$ cat src/rtl/cop_issue_queue_if.sv
// Handshake bundle between the CPU-side driver and the coprocessor issue queue.
// The master side is the CPU/coprocessor environment; the slave side is the queue.
interface cop_issue_queue_if;
    logic        instr_valid;
    logic [31:0] instr;
    logic        instr_ready;
    logic        iss_valid;
    logic        iss_ready;
    logic [5:0]  iss_opcode;
    logic [4:0]  iss_rs1;
    logic [4:0]  iss_rs2;
    logic [4:0]  iss_rd;
    logic        wb_valid;
    logic [4:0]  wb_rd;
    logic        illegal;
    logic [2:0]  q_count;

    modport master (
        output instr_valid, instr, iss_ready, wb_valid, wb_rd,
        input  instr_ready, iss_valid, iss_opcode, iss_rs1, iss_rs2, iss_rd, illegal, q_count
    );

    modport slave (
        input  instr_valid, instr, iss_ready, wb_valid, wb_rd,
        output instr_ready, iss_valid, iss_opcode, iss_rs1, iss_rs2, iss_rd, illegal, q_count
    );
endinterface

$ cat src/rtl/cop_issue_queue.sv
// Four-entry in-order coprocessor issue queue with optional register scoreboard.
// Define COP_SCOREBOARD_EN to enable RAW/WAW hazard stalls driven by the scoreboard.
module cop_issue_queue (
    input logic             clk,
    input logic             rst,
    cop_issue_queue_if.slave bus
);

    localparam logic [5:0] OP_ADD = 6'b110000;
    localparam logic [5:0] OP_SUB = 6'b110001;
    localparam logic [5:0] OP_MUL = 6'b110010;
    localparam logic [5:0] OP_DIV = 6'b110011;
    localparam logic [5:0] OP_CMP = 6'b110100;
    localparam logic [5:0] OP_REV = 6'b110101;
    localparam logic [5:0] OP_RND = 6'b110110;
    localparam logic [5:0] OP_LW  = 6'b110111;
    localparam logic [5:0] OP_SW  = 6'b111000;

    typedef struct packed {
        logic [5:0] opcode;
        logic [4:0] rs1;
        logic [4:0] rs2;
        logic [4:0] rd;
    } entry_t;

    entry_t     fifo [4];
    entry_t     incoming;
    entry_t     head;
    logic [1:0] wr_ptr;
    logic [1:0] rd_ptr;
    logic [2:0] count;
    logic       illegal_q;
    logic       legal;
    logic       accept;
    logic       push;
    logic       pop;
    logic       unused_instr;

    assign incoming = '{opcode: bus.instr[31:26], rs1: bus.instr[25:21],
                        rs2: bus.instr[20:16], rd: bus.instr[15:11]};
    assign unused_instr = ^bus.instr[10:0];

    assign legal  = (incoming.opcode >= OP_ADD) && (incoming.opcode <= OP_SW);
    assign accept = bus.instr_valid && bus.instr_ready;
    assign push   = accept && legal;
    assign pop    = bus.iss_valid && bus.iss_ready;
    assign head   = fifo[rd_ptr];

    assign bus.instr_ready = (count != 3'd4);
    assign bus.q_count     = count;
    assign bus.illegal     = illegal_q;
    assign bus.iss_opcode  = head.opcode;
    assign bus.iss_rs1     = head.rs1;
    assign bus.iss_rs2     = head.rs2;
    assign bus.iss_rd      = head.rd;

    always_ff @(posedge clk or posedge rst) begin
        if (rst) begin
            wr_ptr    <= 2'd0;
            rd_ptr    <= 2'd0;
            count     <= 3'd0;
            illegal_q <= 1'b0;
        end else begin
            if (push) wr_ptr <= wr_ptr + 2'd1;
            if (pop)  rd_ptr <= rd_ptr + 2'd1;
            case ({push, pop})
                2'b10:   count <= count + 3'd1;
                2'b01:   count <= count - 3'd1;
                default: count <= count;
            endcase
            illegal_q <= accept && !legal;
        end
    end

    // Payload storage needs no reset: occupancy alone decides what is live.
    always_ff @(posedge clk) begin
        if (push) fifo[wr_ptr] <= incoming;
    end

`ifdef COP_SCOREBOARD_EN
    logic [31:0] busy;
    logic        uses_rs1;
    logic        uses_rs2;
    logic        writes_rd;
    logic        hazard;

    always_comb begin
        uses_rs1  = 1'b0;
        uses_rs2  = 1'b0;
        writes_rd = 1'b0;
        case (head.opcode)
            OP_ADD, OP_SUB, OP_MUL, OP_DIV, OP_CMP: begin
                uses_rs1  = 1'b1;
                uses_rs2  = 1'b1;
                writes_rd = 1'b1;
            end
            OP_REV, OP_RND: begin
                uses_rs1  = 1'b1;
                writes_rd = 1'b1;
            end
            OP_LW:   writes_rd = 1'b1;
            OP_SW:   uses_rs1  = 1'b1;
            default: ;
        endcase
    end

    assign hazard = (uses_rs1  && busy[head.rs1]) ||
                    (uses_rs2  && busy[head.rs2]) ||
                    (writes_rd && busy[head.rd]);

    assign bus.iss_valid = (count != 3'd0) && !hazard;

    // The issue-side set is written last so it wins over a same-cycle writeback clear.
    always_ff @(posedge clk or posedge rst) begin
        if (rst) begin
            busy <= '0;
        end else begin
            if (bus.wb_valid)      busy[bus.wb_rd] <= 1'b0;
            if (pop && writes_rd)  busy[head.rd]   <= 1'b1;
        end
    end
`else
    logic unused_wb;

    assign unused_wb     = ^{bus.wb_valid, bus.wb_rd};
    assign bus.iss_valid = (count != 3'd0);
`endif

endmodule

$ cat src/flat_wrapper.sv
// flat-port wrapper written by rule: the top's interface ports become plain ports
module cop_issue_queue_flat 
  (clk, rst, bus_instr_valid, bus_instr, bus_iss_ready, bus_wb_valid, bus_wb_rd, bus_instr_ready, bus_iss_valid, bus_iss_opcode, bus_iss_rs1, bus_iss_rs2, bus_iss_rd, bus_illegal, bus_q_count);
  cop_issue_queue_if bus_i ();
  input logic clk;
  input logic rst;
  input wire logic [$bits(bus_i.instr_valid)-1:0] bus_instr_valid;
  input wire logic [$bits(bus_i.instr)-1:0] bus_instr;
  input wire logic [$bits(bus_i.iss_ready)-1:0] bus_iss_ready;
  input wire logic [$bits(bus_i.wb_valid)-1:0] bus_wb_valid;
  input wire logic [$bits(bus_i.wb_rd)-1:0] bus_wb_rd;
  output wire logic [$bits(bus_i.instr_ready)-1:0] bus_instr_ready;
  output wire logic [$bits(bus_i.iss_valid)-1:0] bus_iss_valid;
  output wire logic [$bits(bus_i.iss_opcode)-1:0] bus_iss_opcode;
  output wire logic [$bits(bus_i.iss_rs1)-1:0] bus_iss_rs1;
  output wire logic [$bits(bus_i.iss_rs2)-1:0] bus_iss_rs2;
  output wire logic [$bits(bus_i.iss_rd)-1:0] bus_iss_rd;
  output wire logic [$bits(bus_i.illegal)-1:0] bus_illegal;
  output wire logic [$bits(bus_i.q_count)-1:0] bus_q_count;
  assign bus_i.instr_valid = bus_instr_valid;
  assign bus_i.instr = bus_instr;
  assign bus_i.iss_ready = bus_iss_ready;
  assign bus_i.wb_valid = bus_wb_valid;
  assign bus_i.wb_rd = bus_wb_rd;
  assign bus_instr_ready = bus_i.instr_ready;
  assign bus_iss_valid = bus_i.iss_valid;
  assign bus_iss_opcode = bus_i.iss_opcode;
  assign bus_iss_rs1 = bus_i.iss_rs1;
  assign bus_iss_rs2 = bus_i.iss_rs2;
  assign bus_iss_rd = bus_i.iss_rd;
  assign bus_illegal = bus_i.illegal;
  assign bus_q_count = bus_i.q_count;
  cop_issue_queue u_core (.clk(clk), .rst(rst), .bus(bus_i));
endmodule
$ cat config.mk
export PLATFORM = sky130hd
export DESIGN_NAME = cop_issue_queue_flat
export DESIGN_NICKNAME = d
export VERILOG_FILES = /design/src/rtl/cop_issue_queue_if.sv /design/src/rtl/cop_issue_queue.sv /design/src/flat_wrapper.sv
export SDC_FILE = /design/constraint.sdc
export NUM_CORES = 1
export LEC_CHECK = 0
export ABC_AREA = 1
export BUFFER_PORTS_ARGS = -buffer_cell sky130_fd_sc_hd__buf_2
export CORE_MARGIN = 2
export CORE_UTILIZATION = 45
export DETAILED_ROUTE_END_ITERATION = 6
export PLACE_DENSITY = 0.67
export REMOVE_ABC_BUFFERS = 1
export SYNTH_ARGS = -nofsm -noshare
export SYNTH_HDL_FRONTEND = slang
export SYNTH_SLANG_ARGS = --single-unit
$ cat constraint.sdc
create_clock -name clk -period 2.5 [get_ports clk]
set_clock_uncertainty 0.2 [all_clocks]
set_input_delay 0.5 -clock clk [delete_from_list [all_inputs] [get_ports clk]]
set_output_delay 0.5 -clock clk [all_outputs]
set_load 0.01 [all_outputs]
**Yosys cells after proc, flatten, opt, wreduce, memory -nomap -nowiden**

Memories as Yosys holds them, arrays and structs flattened.
Index checks and enable logic that the tools add are counted.
W data, S select, Z words.

- Input port bits: 42
- Output and inout bits: 27
- Word-level logic and storage cells: 25
- Bits in registers: 8
- Bits in writable memories: 84
- Memories kept: 1

Memories:

| memory | words | bits a word | rd ports | clocked after Yosys merged registers in | write ports | line | RTL |
|---|---|---|---|---|---|---|---|
| u_core.fifo | 4 | 21 | 1 | 0 | 1 | cop_issue_queue.sv:26 | `entry_t fifo [4];` |

- Reduce and logical (&&, ||, !) cells: 8
- Add/sub/neg operators: 4
- Magnitude comparators: 2
- Equality and inequality tests: 3
- Muxes and demuxes: 3

Operators by type and width:

| kind | count |
|---|---|
| $ge A6 B6 Y1 const B | 1 |
| $le A6 B6 Y1 const B | 1 |
| $pmux W3 S2 | 1 |
| $logic_and A1 B1 Y1 | 5 |
| $add A2 B1 Y2 const B | 2 |
| $add A3 B1 Y3 const B | 1 |
| $ne A3 B3 Y1 const B | 1 |
| $reduce_bool A3 Y1 | 1 |
| $sub A3 B1 Y3 const B | 1 |
| $eq A2 B1 Y1 const B | 1 |
| $eq A2 B2 Y1 const B | 1 |
| $mux W1 | 2 |
| $reduce_bool A2 Y1 | 1 |
| $logic_not A1 Y1 | 1 |

**Depth between registers and ports, before layout**

Gate-level depths: netlist (run 1).

- Word-level depth: 5
- Gate-level depth with buffers: 11

**Worst setup path before layout (run 1)**

OpenSTA, ideal clock, no wires.

- Path kind: input to register
- Start point: input port bus_instr[26]
- End point: memory u_core.fifo[0][0] (netlist name) (enable)
- Data required time: 1.901 ns
- Stages on the path: 5
- Arrival time: 1.800 ns
- Path slack: 0.102 ns
- Setup time: 0.399 ns
- Buffers on the path: 0
- Cells stage by stage: nor2_1 > nand2_1 > nand2_1 > nand3_4 > nor2_1

- Word-level cells in the longest chain between the ends: 5
- Elaborated cells between the ends (all ways): 6
- Those cells by class: order compare (2); mux (2); reduce/logical (2)

RTL lines:

| element | line | RTL |
|---|---|---|
| start, declared | flat_wrapper.sv:8 | `input wire logic [$bits(bus_i.instr)-1:0] bus_instr;` |
| $ge A6 B6 Y1 / $le A6 B6 Y1 (equally long branches) | cop_issue_queue.sv:43 | `assign legal = (incoming.opcode >= OP_ADD) && (incoming.opcode <= OP_SW);` |
| $logic_and A1 B1 Y1 * | cop_issue_queue.sv:43 |  |
| $logic_and A1 B1 Y1 * | cop_issue_queue.sv:45 | `assign push = accept && legal;` |
| $mux W1 * | cop_issue_queue.sv:77 | `if (push) fifo[wr_ptr] <= incoming;` |
| $mux W1 (not written as such) * | cop_issue_queue.sv:77 |  |
| end, declared | cop_issue_queue.sv:26 |  |

Mark *: on every way between the ends. The rest lies on a longest branch, timed or not.

**Worst setup path after layout (run 1)**

- Start point: register u_core.rd_ptr[1]
- End point: output port bus_iss_opcode[3]

- Word-level cells in the longest chain between the ends: 1

RTL lines:

| element | line | RTL |
|---|---|---|
| start, declared | cop_issue_queue.sv:30 | `logic [1:0] rd_ptr;` |
| start signal, assigned | cop_issue_queue.sv:65 | `if (pop) rd_ptr <= rd_ptr + 2'd1;` |
| $mem_v2 Z4 W21 | n/a |  |
| end, declared | flat_wrapper.sv:14 | `output wire logic [$bits(bus_i.iss_opcode)-1:0] bus_iss_opcode;` |

No other way between the ends.

==> reports/qor.txt, run 1 <==
status: complete, no violations
Remaining DRCs: 0
number of DRC markers in iteration 0: 131
slew margin rel.: 0.787
MaxCap Viol Count: 0
CP delay by family, top: flip-flops
deepest clock path buffer count: 2
Critical Path RT: 1.80 ns
FMAX: 0.422 GHz
fin nets: 374
worst hold margin: 0.159 ns
Yosys cell types: 26
CP Launch Point: u_core.rd_ptr[1]
reg-to-reg startpoint: u_core.bus.q_count[0]
final-report max-slew violation count: 0
DIE AREA: 8840 um^2
most common cell after layout, fill and taps aside: edfxtp_1
CP peak stage delay: 0.50 ns
GPL Wtd Cong: 0.727
Hold Violations, Final: 0
number of synthesized register bits: 92
CTS tree: built
CP Buf/Inv Count: 2
cell area after synthesis: 3640 um^2
Peak VDD IR: 0.441 mV
DR vias/cell: 5.15
postcts setup bufs: 0
static leakage: 0.00155 uW
CP cell instances: inv_4, o21ai_0, o22ai_1, buf_2
most frequent cells in the layout: 84 x edfxtp_1, 51 x buf_2, 45 x nor2_1, 41 x o21ai_0, 21 x o22ai_1
Mean Syn Cell Area: 13.7 um^2
largest net degree at the start of global routing: 45
crit start category: register
drt total wl: 6870 um
clock-pin slew on the worst setup and hold paths: 0.08 ns
I/O pins: 69
final period utilization: 0.948
DR vias: 2,226
crit path max fanout: 22
Hold Path Class: input port to register
number of buffers created by CTS: 9
Clock Sinks: 92
ANT cells: 0
Worst-Skew Late Latency: 0.35 ns
Die W: 94.0 um
min-delay src: bus_instr[13]
drt wl/cell: 15.9 um
Root Driver: clkbuf_8
Synth area leaders: edfxtp_1 69%, o21ai_0 5.6%, dfrtp_1 5.5%
core area: 7770 um^2
vias in the first global route: 2,174
Worst-Margin Slew: 0.319 ns
Layout area overhead: 15.9%
Crit Path Category: register to primary output
Yosys top cell by area: edfxtp_1
dpl ws: 0.192 ns
first-pass GRT wire length: 10,600 um
H-tree levels: 3
GR Overflow Total: 0
final instance area: 4230 um^2
Worst EP arrival: 1.67 ns
Port Buffers: 51
FP Rows: 32
Power Density: 1010 nW/um^2
DP HPWL: 4180 um
DRT Pass-1 Iters: 4
layout cells sized above 1: 0.252
Critical Path Sink Type: primary output
Area after DPL: 4040 um^2
GRT Util Overall: 0.163
setup_tns: 0 ns
Die Ht: 94.0 um
unrepaired setup endpoints after global routing: no
top cell type's share of synthesized area: 0.692
PnR worst setup slack: 0.131 ns
# setup viols final: 0
Post-DRT Antenna Nets: 0
instance count of the mapped netlist: 266
crit path time final: 2.37 ns
Seq/Total Area, Yosys: 0.747
Synth warnings: 0
worst-path cell with the longest stage delay: dfrtp_1
initial antenna violation count: 0
Initial Util: 0.469
==> synth_stat cells <==
| master | number |
|---|---|
| edfxtp_1 | 84 |
| ha_1 | 5 |
| clkbuf_1 | 1 |
| xor2_1 | 2 |
| buf_4 | 2 |
| dfrtp_1 | 8 |
| nor2_2 | 1 |
| a21oi_4 | 1 |
| nand2_2 | 2 |
| buf_2 | 5 |
| nand4_1 | 2 |
| inv_4 | 1 |
| nand3_1 | 1 |
| nand3_4 | 1 |
| clkbuf_4 | 3 |
| fa_1 | 1 |
| o22ai_1 | 21 |
| inv_2 | 1 |
| inv_1 | 15 |
| buf_6 | 2 |
| nor2_1 | 49 |
| a21boi_0 | 1 |
| o21ai_1 | 3 |
| xnor2_1 | 1 |
| nand2_1 | 12 |
| o21ai_0 | 41 |
==> registers in the layout, summed over array words and instances (netlist names) <==
| name | cells |
|---|---|
| u_core.fifo | 84 |
| u_core.bus.q_count | 3 |
| u_core.rd_ptr | 2 |
| u_core.wr_ptr | 2 |
| u_core.bus.illegal | 1 |
==> through the flow <==
| stage | instances | total power [uW] | util |
|---|---|---|---|
| 2_1_floorplan | 253 | 2780 | - |
| 5_1_grt | 432 | 4550 | 0.544 |
| 3_3_place_gp | 416 | 3360 | 0.520 |
| 6_report | 432 | 4280 | 0.544 |
| 4_1_cts | 432 | 4320 | 0.543 |
| 3_5_place_dp | 416 | 3410 | 0.520 |
==> logic make-up after synthesis <==
logic type               share of synthesized area
adder cells (fa/ha/maj)                     0.0227
XOR/XNOR                                   0.00721
AND/OR/NAND/NOR                             0.0776
flip-flops                                   0.747
AO/OA/AOI/OAI                                0.103
buffers and inverters                       0.0426
==> worst register-to-register path: stages, from the launching register on <==
cell and delay, ns:
dfrtp_1 0.43, nor2_2 0.23, a21oi_4 0.11, nand3_4 0.12, ha_1 0.16, inv_1 0.06
fa_1 0.38, nor2_1 0.11, nor2_1 0.04, nand2_1 0.07, xor2_1 0.14
==> area by class of cell <==
class                      count  area, um^2
clock buffer                  12         135
clock inverter                 3        38.8
fill                         675        3540
inverter                      17        71.3
multi-input combinational    144         777
sequential                    92        2720
tap                          102         128
timing repair buffer          62         353
==> final timing paths <==
check                                        endpoint  slack (ns)  depth (start not counted)
worst max-delay path                bus_iss_opcode[3]        0.13                          4
min in group asynchronous          u_core.bus.illegal        0.43                          3
worst max register to register  u_core.bus.q_count[2]        0.38                         10
worst min-delay path                u_core.fifo[3][2]        0.16                          1
max in group asynchronous       u_core.bus.q_count[1]        1.43                          3
worst min register to register       u_core.wr_ptr[1]        0.34                          2
==> routing by layer <==
metal | global-route usage | wire [um] | up-vias
li1 | - | - | 1075
met1 | 0.209 | 3050 | 1085
met2 | 0.271 | 3410 | 58
met3 | 0.0289 | 320 | 8
met4 | 0.0761 | 89 | 0
met5 | 0 | 0 | -
==> power breakdown <==
part	internal [uW]	total, uW	switching [uW]
logic	540	1500	955
clock network	453	907	454
registers	1780	1880	95.4
==> what timing repair did <==
action                                  4_1_cts  5_1_grt
endpoints found under the hold margin         8        0
hold buffers                                  1        0
endpoints found under the setup margin        0        4
gates resized for setup                       0        3
Power figures use the tool's default switching activity.
==> run 2, diff against run 1 <==
==> constraint.sdc (replaced) <==
create_clock -name clk -period 2.5 [get_ports clk]
set_clock_uncertainty 0.2 [all_clocks]
set_input_delay 0.25 -clock clk [delete_from_list [all_inputs] [get_ports clk]]
set_output_delay 0.25 -clock clk [all_outputs]
set_load 0.01 [all_outputs]
==> run 2 against run 1 <==
  * Sequential share of layout area fell by 3.8 points
  * Combinational power about the same
  * Register-to-register slack lost 0.04 ns
  * Die area is the same
  * First-iteration DRC count is 9.9% lower
  * Count of clock-buffer cells in the layout fell by 3
  * Power is 4.6% higher
  * Sequential cell count unchanged
  * Critical path depth rose by 9
  * Largest cell class unchanged
==> reports/qor.txt, run 2 (synthesis gave the netlist of run 1 again) <==
crit start category: input port
# setup viols final: 0 (unchanged)
final-report max-slew violation count: 0 (unchanged)
crit path max fanout: 7 (-68%)
vias in the first global route: 2,209 (+1.6%)
Hold Path Class: input port to register
Die Ht: 94.0 um (unchanged)
Die W: 94.0 um (unchanged)
I/O pins: 69 (unchanged)
H-tree levels: 3 (unchanged)
GPL Wtd Cong: 0.724 (-0.36%)
slew margin rel.: 0.714 (-0.0728)
Hold Violations, Final: 0 (unchanged)
DR vias: 2,291 (+2.9%)
most frequent cells in the layout: 84 x edfxtp_1, 51 x buf_2, 45 x nor2_1, 41 x o21ai_0, 23 x dlygate4sd3_1
CTS resizes: 0 (unchanged)
Initial Util: 0.469 (unchanged)
Clock power frac: 0.246 (+0.034)
drt wl/cell: 15.0 um (-5.6%)
core area: 7770 um^2 (unchanged)
setup_tns: 0 ns (unchanged)
DIE AREA: 8840 um^2 (unchanged)
Remaining DRCs: 0 (unchanged)
worst reg2reg endpoint: u_core.bus.q_count[2]
initial antenna violation count: 0 (unchanged)
number of DRC markers in iteration 0: 118 (-9.9%)
P_int: 2920 uW (+5.1%)
Clock Sinks: 92 (unchanged)
CTS tree: built
MaxCap Viol Count: 0 (unchanged)
Layout area overhead: 23.1%
FP Rows: 32 (unchanged)
Comb pwr share: 0.339 (-0.010)
Power Density: 998 nW/um^2 (-1.5%)
layout cells sized above 1: 0.247 (-0.00436)
largest net degree at the start of global routing: 45 (unchanged)
Hold-fix buffers, CTS: 23 (+22)
final period utilization: 0.887 (-0.0609)
Worst-Skew Late Latency: 0.36 ns (about the same)
Critical Path Sink Type: register
ANT cells: 0 (unchanged)
drt total wl: 6820 um (-0.74%)
deepest clock path buffer count: 2 (unchanged)
WHS Path Cells: 5 (+4)
status: complete, no violations
Worst-Margin Slew: 0.428 ns (+0.110 ns)
first-pass GRT wire length: 10,900 um (+2.5%)
Peak VDD IR: 0.501 mV (+14%)
unrepaired setup endpoints after global routing: no
setup slack, reg-to-reg: 0.34 ns (-0.04 ns)
Post-DRT Antenna Nets: 0 (unchanged)
DR vias/cell: 5.05 (-2.1%)
Critical Path RT: 2.59 ns (+0.79 ns)
max FFs per register: 84 (unchanged)
reg-to-reg startpoint: u_core.bus.q_count[0]
final instance area: 4490 um^2 (+6.2%)
Reg with most FFs: u_core.fifo
clock-pin slew on the worst setup and hold paths: 0.10 ns (+0.02 ns)
Worst EP arrival: 2.31 ns (+0.64 ns)
number of buffers created by CTS: 9 (unchanged)
DRT Pass-1 Iters: 4 (unchanged)
Area after DPL: 4030 um^2 (-0.19%)
FMAX: 0.451 GHz (+6.9%)
Crit Path Category: input port to register
min-delay src: bus_instr_valid
fin nets: 395 (+5.6%)
Worst Hold End: u_core.wr_ptr[0]
net load switching power: 1560 uW (+3.7%)
Port Buffers: 51 (unchanged)
Root Driver: clkbuf_8
most common cell after layout, fill and taps aside: edfxtp_1
GRT Util Overall: 0.168 (+0.00499)
Sw Share: 0.348 (-0.00314)
Seq pwr share: 0.415 (-0.024)
crit path time final: 2.22 ns (-0.152 ns)
depth of the worst register-to-register path: 10 (unchanged)
DP HPWL: 3980 um (-4.8%)
static leakage: 0.00166 uW (+7.1%)
GR Overflow Total: 0 (unchanged)
postcts setup bufs: 0 (unchanged)
Tot Pwr: 4480 uW (+4.6%)
## run 2: metal layers
layer / track usage / vias up / wire, um
li1: - / 1121 / -
met1: 0.214 / 1083 / 2920
met2: 0.276 / 75 / 3380
met3: 0.0401 / 12 / 380
met4: 0.0737 / 0 / 129
met5: 0 / - / 0
## run 2: power by group through the flow
stage	combinational [uW]	sequential (uW)	clock, uW
CTS	1540	1860	1130
global placement	1470	1890	0
detailed placement	1510	1890	0
global route	1700	1870	1190
floorplan	808	1980	0
finish	1520	1860	1100
## run 2: stage by stage
| step | hold slack [ns] | utilization | cells | setup WS, ns |
|---|---|---|---|---|
| floorplan | -0.134 | - | 253 | 0.170 |
| global placement | 0.0243 | 0.519 | 415 | 0.415 |
| detailed placement | 0.0219 | 0.519 | 415 | 0.360 |
| CTS | 0.0566 | 0.578 | 454 | 0.290 |
| global route | 0.0629 | 0.578 | 454 | 0.0810 |
| finish | 0.0657 | 0.578 | 454 | 0.283 |
## run 2: layout make-up
type / count / area (um^2)
fill: 638 / 3280
sequential: 92 / 2720
multi-input combinational: 144 / 777
timing repair buffer: 83 / 566
tap: 102 / 128
clock buffer: 9 / 124
clock inverter: 7 / 105
inverter: 17 / 66.3
## run 2: how the worst max path moves through the flow
stage                                startpoint                    end  slack (ns)  depth (start not counted)
after floorplan           u_core.bus.q_count[0]      u_core.fifo[0][0]        0.17                          4
after global placement    u_core.bus.q_count[0]  u_core.bus.q_count[2]        0.41                         10
after detailed placement  u_core.bus.q_count[0]  u_core.bus.q_count[2]        0.36                         10
after CTS                         bus_instr[26]  u_core.bus.q_count[2]        0.29                         13
after global routing              bus_instr[26]  u_core.bus.q_count[2]        0.08                         13
final                             bus_instr[26]  u_core.bus.q_count[2]        0.28                         13
## run 2: worst max-delay path: stages
cell	delay, ns
dlygate4sd3_1	0.52
buf_2	0.13
nor2_1	0.05
nand2_1	0.05
nand2_1	0.12
nand3_4	0.17
ha_1	0.16
inv_1	0.07
fa_1	0.39
nor2_1	0.13
nor2_1	0.05
nand2_1	0.06
xor2_1	0.15
==> run 3, diff against run 2 <==
- RECOVER_POWER: default -> 50
==> run 3 against run 2 <==
  * Final cell count stayed put
  * Combinational power about the same
  * Register-to-register slack lost 0.08 ns
  * Hold slack is essentially flat
  * Sequential share of layout area grew 0.56 points
  * Count of clock-buffer cells in the layout unchanged
  * Via count rose by 0.26%
  * Die area unchanged
  * Utilization down 0.53 points
  * Clock power about the same
  * Power shrank 0.43%
  * Global-route usage stayed put
  * Critical path type is now register to register
  * Highest routed layer unchanged
==> reports/qor.txt, run 3 (synthesis gave the netlist of run 1 again) <==
I/O pins: 69 (unchanged)
max FFs per register: 84 (unchanged)
Peak VDD IR: 0.505 mV (+0.82%)
H-tree levels: 3 (unchanged)
fin nets: 395 (unchanged)
static leakage: 0.00159 uW (-4.1%)
Clock Sinks: 92 (unchanged)
Crit Path Category: register to register
slew margin rel.: 0.708 (-0.00600)
status: complete, no violations
Tot Pwr: 4460 uW (-0.43%)
Critical Path RT: 2.59 ns (about the same)
FMAX: 0.446 GHz (-1.2%)
DP HPWL: 3980 um (unchanged)
clock-pin slew on the worst setup and hold paths: 0.10 ns (about the same)
drt total wl: 6820 um (unchanged)
initial antenna violation count: 0 (unchanged)
crit start category: register
Worst EP arrival: 2.33 ns (+0.02 ns)
layout cells sized above 1: 0.168 (-0.0795)
Root Driver: clkbuf_8
FF/Latch Area: 2720 um^2 (unchanged)
CTS resizes: 0 (unchanged)
Critical Path Sink Type: register
net load switching power: 1560 uW (about the same)
number of buffers created by CTS: 9 (unchanged)
CP peak stage delay: 0.43 ns (-0.09 ns)
drt wl/cell: 15.0 um (unchanged)
MaxCap Viol Count: 0 (unchanged)
Die Ht: 94.0 um (unchanged)
Reg with most FFs: u_core.fifo
final instance area: 4450 um^2 (-0.92%)
deepest clock path buffer count: 2 (unchanged)
GR Overflow Total: 0 (unchanged)
Sw Share: 0.350 (+0.00147)
Post-DRT Antenna Nets: 0 (unchanged)
unrepaired setup endpoints after global routing: no
Worst-Skew Late Latency: 0.36 ns (about the same)
# setup viols final: 0 (unchanged)
core area: 7770 um^2 (unchanged)
largest net degree at the start of global routing: 45 (unchanged)
worst hold margin: 0.0657 ns (+0.0000523 ns)
Comb pwr share: 0.336 (-0.003)
Port Buffers: 51 (unchanged)
Initial Util: 0.469 (unchanged)
CTS tree: built
vias in the first global route: 2,209 (unchanged)
Worst-Margin Slew: 0.437 ns (+0.00899 ns)
CP Buf/Inv Count: 1 (-2)
final period utilization: 0.897 (+0.0106)
Layout area overhead: 22.0%
DRT Pass-1 Iters: 4 (unchanged)
most frequent cells in the layout: 84 x edfxtp_1, 47 x nor2_1, 41 x o21ai_0, 27 x buf_2, 25 x clkbuf_1
CP cell instances: nor2_1, a21oi_4, nand3_4, ha_1, inv_1, fa_1, nor2_1, nor2_1, nand2_1, xor2_1
final core utilization: 0.572 (-0.00532)
area of the multi-input gates: 769 um^2 (-0.97%)
Remaining DRCs: 0 (unchanged)
worst-path cell with the longest stage delay: dfrtp_1
ANT cells: 0 (unchanged)
crit path max fanout: 7 (unchanged)
FP Rows: 32 (unchanged)
Power Density: 1000 nW/um^2 (+0.49%)
P_int: 2900 uW (-0.66%)
DR vias: 2,297 (+0.26%)
Fillers: 654 (+2.5%)
CP delay by family, top: simple AND/OR/NAND/NOR gates
Seq pwr share: 0.416 (about the same)
GRT Util Overall: 0.168 (unchanged)
GPL Wtd Cong: 0.724 (unchanged)
Clock power frac: 0.248 (+0.002)
number of DRC markers in iteration 0: 120 (+1.7%)
DR vias/cell: 5.06 (+0.26%)
DIE AREA: 8840 um^2 (unchanged)
Area after DPL: 4030 um^2 (unchanged)
setup_tns: 0 ns (unchanged)
Die W: 94.0 um (unchanged)
most frequent CP cell: nor2_1
crit path time final: 2.24 ns (+0.0266 ns)
Hold Path Class: input port to register
Hold Violations, Final: 0 (unchanged)
postcts setup bufs: 0 (unchanged)
first-pass GRT wire length: 10,900 um (unchanged)
most common cell after layout, fill and taps aside: edfxtp_1
final-report max-slew violation count: 0 (unchanged)
Hold-fix buffers, CTS: 23 (unchanged)
==> run 3: per-layer routing <==
metal  share of wire  global-route usage
met1            0.44               0.214
met2            0.50               0.276
met3           0.042              0.0401
met4           0.019              0.0737
met5               0                   0
==> run 3: worst paths after layout <==
kind	start	cells past startpoint	end	slack, ns
worst max register to register	u_core.bus.q_count[0]	10	u_core.bus.q_count[2]	0.26
worst min register to register	u_core.bus.q_count[0]	1	u_core.bus.q_count[0]	0.33
worst max-delay path	u_core.bus.q_count[0]	10	u_core.bus.q_count[2]	0.26
worst min-delay path	bus_instr_valid	5	u_core.wr_ptr[0]	0.07
min in group asynchronous	rst	3	u_core.bus.q_count[0]	0.18
max in group asynchronous	rst	3	u_core.rd_ptr[0]	1.67
==> run 3: power groups by stage <==
stage               Clock [uW]  Sequential, uW  Combinational, uW
floorplan                    0            1980                808
global placement             0            1890               1470
detailed placement           0            1890               1510
CTS                       1130            1860               1540
global route              1190            1870               1680
finish                    1100            1860               1500
==> run 3: worst min-delay path, stage by stage <==
cell	delay, ns
buf_2	0.10
inv_1	0.08
a21oi_4	0.05
nand4_1	0.07
nand2_1	0.05
==> run 3: layout make-up <==
| type | instances | area share |
|---|---|---|
| inverters | 17 | 0.0149 |
| repair buffers | 83 | 0.120 |
| clock buffers | 9 | 0.0279 |
| multi-input cells | 144 | 0.173 |
| well taps | 102 | 0.0287 |
| clock inverters | 7 | 0.0236 |
| flip-flops and latches | 92 | 0.612 |
==> run 3: per-stage QoR <==
stage               worst slack, ns  cells
global placement              0.415    415
CTS                           0.290    454
floorplan                     0.170    253
finish                        0.256    454
global route                 0.0570    454
detailed placement            0.360    415
